**config.mk**
```make
export PLATFORM = sky130hd
export DESIGN_NAME = pong_game_ctrl
export DESIGN_NICKNAME = d
export VERILOG_FILES = /design/src/rtl/pong_game_ctrl.sv
export SDC_FILE = /design/constraint.sdc
export NUM_CORES = 1
export LEC_CHECK = 0
export BUFFER_PORTS_ARGS = -buffer_cell sky130_fd_sc_hd__buf_2
export CAP_MARGIN = 40
export CORE_MARGIN = 2
export CORE_UTILIZATION = 40
export DETAILED_ROUTE_END_ITERATION = 10
export GPL_TIMING_DRIVEN = 0
export PLACE_DENSITY = 0.67
export SYNTH_ARGS = -nofsm -noshare
export SYNTH_HDL_FRONTEND = slang
export SYNTH_SLANG_ARGS = --single-unit
```
**constraint.sdc**
```tcl
create_clock -name clk -period 2.6 [get_ports clk]
set_input_delay 0.13 -clock clk [delete_from_list [all_inputs] [get_ports clk]]
set_output_delay 0.13 -clock clk [all_outputs]
set_load 0.05 [all_outputs]
```
**src/rtl/pong_game_ctrl.sv**
```systemverilog
// Game-level sequencer for the pong datapath: it decides when the animation runs
// or is frozen, counts the balls left and a 2-digit BCD score, and times the pause
// after each miss and at game over.
module pong_game_ctrl #(
  parameter int unsigned BALLS        = 3,
  parameter int unsigned DELAY_FRAMES = 120
) (
  input  logic       clk,
  input  logic       reset,
  input  logic [1:0] btn,
  input  logic       frame_tick,
  input  logic       hit,
  input  logic       miss,
  output logic       gra_still,
  output logic [1:0] game_state,
  output logic [1:0] ball_left,
  output logic [3:0] dig1,
  output logic [3:0] dig0,
  output logic       timer_up
);

  typedef enum logic [1:0] {
    NEWGAME = 2'b00,
    PLAY    = 2'b01,
    NEWBALL = 2'b10,
    OVER    = 2'b11
  } state_t;

  state_t     state_q, state_d;
  logic [1:0] ball_left_q, ball_left_d;
  logic [3:0] dig1_q, dig1_d;
  logic [3:0] dig0_q, dig0_d;
  logic [6:0] timer_q, timer_d;
  logic       btn_any;
  logic       timer_zero;

  assign btn_any    = (btn != '0);
  assign timer_zero = (timer_q == '0);

  // State and counter registers; reset overrides every other input.
  always_ff @(posedge clk) begin
    if (reset) begin
      state_q     <= NEWGAME;
      ball_left_q <= 2'(BALLS);
      dig1_q      <= '0;
      dig0_q      <= '0;
      timer_q     <= '0;
    end else begin
      state_q     <= state_d;
      ball_left_q <= ball_left_d;
      dig1_q      <= dig1_d;
      dig0_q      <= dig0_d;
      timer_q     <= timer_d;
    end
  end

  // Next-state, ball/score counting and pause timer; a timer load beats frame_tick.
  always_comb begin
    state_d     = state_q;
    ball_left_d = ball_left_q;
    dig1_d      = dig1_q;
    dig0_d      = dig0_q;
    timer_d     = timer_q;

    if (frame_tick && !timer_zero) begin
      timer_d = timer_q - 7'd1;
    end

    unique case (state_q)
      NEWGAME: begin
        if (btn_any) begin
          state_d     = PLAY;
          ball_left_d = 2'(BALLS - 1);
          dig1_d      = '0;
          dig0_d      = '0;
        end
      end
      PLAY: begin
        if (miss) begin
          timer_d = 7'(DELAY_FRAMES);
          if (ball_left_q == '0) begin
            state_d = OVER;
          end else begin
            state_d     = NEWBALL;
            ball_left_d = ball_left_q - 2'd1;
          end
        end else if (hit) begin
          if (dig0_q == 4'd9) begin
            dig0_d = '0;
            dig1_d = (dig1_q == 4'd9) ? 4'd0 : dig1_q + 4'd1;
          end else begin
            dig0_d = dig0_q + 4'd1;
          end
        end
      end
      NEWBALL: begin
        if (timer_zero && btn_any) begin
          state_d = PLAY;
        end
      end
      OVER: begin
        if (timer_zero) begin
          state_d     = NEWGAME;
          ball_left_d = 2'(BALLS);
        end
      end
      default: state_d = NEWGAME;
    endcase
  end

  // Outputs are decoded from registers only.
  always_comb begin
    gra_still  = (state_q != PLAY);
    game_state = state_q;
    ball_left  = ball_left_q;
    dig1       = dig1_q;
    dig0       = dig0_q;
    timer_up   = timer_zero;
  end

endmodule

```
# After elaboration in Yosys (flattened, before gate mapping)
# Index checks and enable logic that the tools add are counted.
[word_totals]
register_bits = 19
mem_bits_ro = 0
inputBits = 7
n_memories = 0
wordCells = 60
mem_bits_rw = 0
latchBits = 0
[classes]
n_div = 0
multipliers = 0
n_lt_le_gt_ge = 0
reduce_logical = 13
bitwise = 0
n_eq_ne = 14
muxes = 24
shifts = 0
addsub = 4
[op_table]
columns = ["op", "n"]
rows = [
  ["two-way mux 4 bit", 8],
  ["two-way mux 7 bit", 3],
  ["two-way mux 2 bit", 8],
  ["!= test 2 bit, second input constant", 8],
  ["one-hot mux 4 bit (2 select lines)", 2],
  ["AND reduction 5 bit", 2],
  ["adder 4 x 1 -> 4 bit, second input constant", 2],
  ["equality test 4 bit, second input constant", 2],
  ["one-hot mux 2 bit (4 select lines)", 1],
  ["AND reduction 4 bit", 2],
  ["zero test 7 bit", 1],
  ["subtractor 7 x 1 -> 7 bit, second input constant", 1],
  ["one-hot mux 2 bit (3 select lines)", 1],
  ["equality test 2 bit, second input constant", 2],
  ["zero test 2 bit", 2],
  ["nonzero test 2 bit", 2],
  ["nonzero test 3 bit", 1],
  ["equality test 2 x 1 -> 1 bit, second input constant", 1],
  ["logical AND 1 bit", 2],
  ["!= test 2 x 1 -> 1 bit, second input constant", 1],
  ["subtractor 2 x 1 -> 2 bit, second input constant", 1],
  ["zero test 1 bit", 1],
  ["two-way mux 1 bit", 1],
]

# Depth between registers and ports, before layout
[depth]
ltp_word = 6
depth_mapped = 8

# Worst setup path before layout
# Ideal clock, no wire load.
[synth_timing]
path_kind = "register to register"
start = "register timer_q[0]"
end = "register state_q[0], in the netlist game_state[0]"
t_arrival_ns = 1.962
path_slack_ns = 0.538
path_stages_with_launch = 9
required_ns = 2.500
path_buffers = 1
path_cell_list = "dfxtp_1 inv_1 ha_1 or4b_4 or3_1 buf_6 inv_8 xnor2_4 a2111oi_4"
[synth_via]
elab_chain_cells = 4
elab_cells_between_ends = 5
[synth_lines]
columns = ["item", "line_no", "rtl"]
rows = [
  ["start: declaration", "33", "logic [6:0] timer_q, timer_d;"],
  ["start signal: assignment", "53", "timer_q <= timer_d;"],
  ["zero test 7 bit (*)", "38", "assign timer_zero = (timer_q == '0);"],
  ["net timer_up", "19", "output logic timer_up"],
  ["logical AND 1 bit", "97", "if (timer_zero && btn_any) begin"],
  ["!= test 2 bit (no source line)", "--", ""],
  ["AND reduction 4 bit (no source line) (*)", "--", ""],
  ["end signal: assignment", "49", "state_q <= state_d;"],
  ["end: declaration", "29", "state_t state_q, state_d;"],
]
# Mark *: on every way through the listed nets, which the timed path passes. The rest lies on a longest branch.
# A chain may end at the register's enable or synchronous reset.

# Final worst setup path
[layout_timing]
start = "register timer_q[0]"
end = "output port timer_up"
[layout_via]
elab_chain_cells = 1
[layout_lines]
columns = ["item", "line_no"]
rows = [
  ["zero test 7 bit", "38"],
  ["end: declaration", "19"],
]
# Every way passes these cells.

==> impl_results.md <==
* Final WL at 2520 µm
* Vias post-DR at 1007
* # clock sinks at 19
* Initial cell density of the core at 0.411
* Vias in the first global route at between 900 and 1000
* Register area at 380 µm²
* Synthesis Warnings at 0
* Synthesis-stage register bit count at 19
* Internal power at 677 µW
* CP endpoint kind: primary output
* Endpoints failing setup at 0
* Antenna diodes at 0
* CTS Hold Bufs at 0
* Layout cell share with drive strength beyond 1 at 0.230
* DRC errors left at 0
* Tcrit/Tclk final at 0.917
* CTS tree: done
* Gates resized, CTS repair at 0
* Die Wd at 56.8 µm
* Port bufs at 20
* Tot GR Track Use at 0.163
* Worst hold path type: primary input to register
* First drt pass iteration count at 4
* CTS HTree Levels at 1
* Post-CTS setup buffers at 0
* Nets at around 160
* Kind of cell adding the most delay to the critical path: simple AND/OR/NAND/NOR gates
* Final Max Tran Viols at 0
* Die Area at ~3200 µm²
* Reg clk slew, reported paths at 0.12 ns
* Final Core Density at 0.473
* Switching portion of total power at 0.449
* Top FF cell, synth: dfxtp_1
* Status: completed
* Root buf cell: clkbuf_4
* Fillers at 274
* Sequential cell area fraction in the yosys report at 0.341
* Largest cells by area after synthesis: dfxtp_1 (34%), ha_1 (7.9%), a21oi_1 (4.9%)
* Post-DRT Antenna Nets at 0
* NetSw at 551 µW
* Startpoint Class: register
* 1st-iter DRT viols at 38
* Synth unique cells at between 40 and 50
* Core Region at between 2000 and 3000 µm²
* Synth top cells by count: dfxtp_1 (19), a21oi_1 (11), nand2_1 (10)
* WL per Instance at 14.1 µm
* Clock Path Buffers at 2
* Post-layout min period at 2.38 ns
* Worst skew pair latency at 0.31 ns
* Post-Syn Nets at 138
* Count leader, synth: dfxtp_1
* Tightest Pin Transition at 0.649 ns
* Worst path cell trace: inv_1 -> ha_1 -> or4b_4 -> or3_1 -> buf_6 -> inv_8 -> buf_2
* Slowest cell on the critical path: or4b_4
* Hold Crit Start: reset
* Max VDD drop at 0.000685 V
* I/O pin cnt at 21
* Layout area overhead at 14.9%
* Gate power share at 0.535
* Final setup TNS at 0 ns
* Post-Syn Area per Cell at ~9 µm²
* Pwr Density at 959 nW/µm²
* MaxCap Viol Count at 0
* Number of synthesized flops with an enable pin at 0
* Remaining Overflow, GRT at 0
* Worst Path Arrival at 2.25 ns
* Max_slew headroom at 0.567
* Post-synth ARST share at 0
* Max FO, Critical Path at 7
* Clock share of power at 0.132
* Required time of the critical path at 2.47 ns
* Top cell type's share of synthesized area at 0.341
* Vias/cell at 5.63
* LEAKAGE at 0.000538 µW
* Final Hold Vio Count at 0
* Largest area contributor in the netlist: dfxtp_1
* Fmax at 420 MHz
* Cells after synthesis at 124
* WS Path Type: register to primary output
* HPWL Detailed at 1880 µm
* Cells after DPL at 175
* Final std cells w/o fill at between 150 and 200
* First-pass GRT wire length at 4130 µm
* Initial antenna violation count at 0
* Clock Skew at 0.00530 ns
* Critical Path Start: timer_q[0]
* GP Congestion at 0.841
* Unrepaired setup endpoints after global routing: no
* Post-Syn Area at 1110 µm²
* Num rows at 19
* Multi-input gate area at around 670 µm²
* Seq pwr share at 0.333
* Reg2reg start: timer_q[0]
* Largest net degree at the start of global routing at 12
* Crit path buf inv count at 4
* Crit-path max cell delay at 0.49 ns
* CTS buffer count at 3
* Die Ht at 56.8 µm
-- sequential cells by signal, summed over array words and instances (netlist names) --
signal / cells
timer_q: 7
dig0: 4
dig1: 4
game_state: 2
ball_left: 2
-- power by group through the flow --
stage / Sequential, µW / Clock (µW) / Combinational [µW]
after CTS: 408 / 164 / 660
after detailed placement: 415 / 0 / 658
after floorplan: 445 / 0 / 500
after global placement: 411 / 0 / 636
final: 409 / 162 / 658
after global routing: 419 / 179 / 711
-- area by class of cell --
| cell class | count | share of cell area |
|---|---|---|
| tap | 31 | 0.0303 |
| clock buffer | 3 | 0.0176 |
| sequential | 19 | 0.297 |
| clock inverter | 1 | 0.00391 |
| multi-input combinational | 92 | 0.521 |
| buffer | 4 | 0.0205 |
| inverter | 9 | 0.0322 |
| timing repair buffer | 20 | 0.0781 |
-- metrics by stage --
| step | worst slack [ns] | instance area [µm²] | power, µW | hold slack (ns) |
|---|---|---|---|---|
| 2_1_floorplan | 0.538 | 1110 | 946 | 0.205 |
| 3_3_place_gp | 0.525 | 1250 | 1050 | 0.416 |
| 3_5_place_dp | 0.457 | 1250 | 1070 | 0.434 |
| 4_1_cts | 0.213 | 1280 | 1230 | 0.0906 |
| 5_1_grt | 0.124 | 1280 | 1310 | 0.0966 |
| 6_report | 0.217 | 1280 | 1230 | 0.0986 |
-- path summary, 6_finish.rpt --
| check | endpoint | slack [ns] | cells past startpoint |
|---|---|---|---|
| worst max register to register | game_state[0] | 0.43 | 8 |
| worst max-delay path | timer_up | 0.22 | 7 |
| worst min-delay path | game_state[0] | 0.1 | 2 |
| worst min register to register | dig0[3] | 0.52 | 2 |
-- layer usage --
layer  share of wire  GRT usage  up-vias
li1                -          -      504
met1            0.47      0.202      474
met2            0.47      0.267       25
met3           0.049     0.0507        4
met4           0.013     0.0532        0
met5               0          0        -
-- worst register-to-register path, stage by stage (launching register included) --
cell       delay, ns
dfxtp_1         0.34
inv_1           0.11
ha_1            0.20
or4b_4          0.49
or3_1           0.34
buf_6           0.16
inv_8           0.07
xnor2_4         0.07
a2111oi_4       0.33
-- kinds of logic after synthesis --
| family | Yosys count | synth area share |
|---|---|---|
| compound gates | 31 | 0.199 |
| xor+xnor | 4 | 0.0483 |
| fa+ha+maj | 7 | 0.0786 |
| buf+inv | 13 | 0.0606 |
| flops | 19 | 0.341 |
| mux | 2 | 0.0191 |
| simple gates | 48 | 0.254 |
-- layout by cell type, fill, tap and decap left out, drive strengths merged, types with 2 or more instances in the layout --
cell type and count:
or4b 2, nand3b 6, clkbuf 5, a31oi 3, nor2 7, a21oi 11, o21ai 3, dfxtp 19
nand2 10, or3 5, nand3 4, o32ai 2, nand2b 2, a2111oi 2, ha 7, and3 2
inv 9, nor3 2, buf 22, o31ai 2, xnor2 3
(Power assumes the default switching activity.)
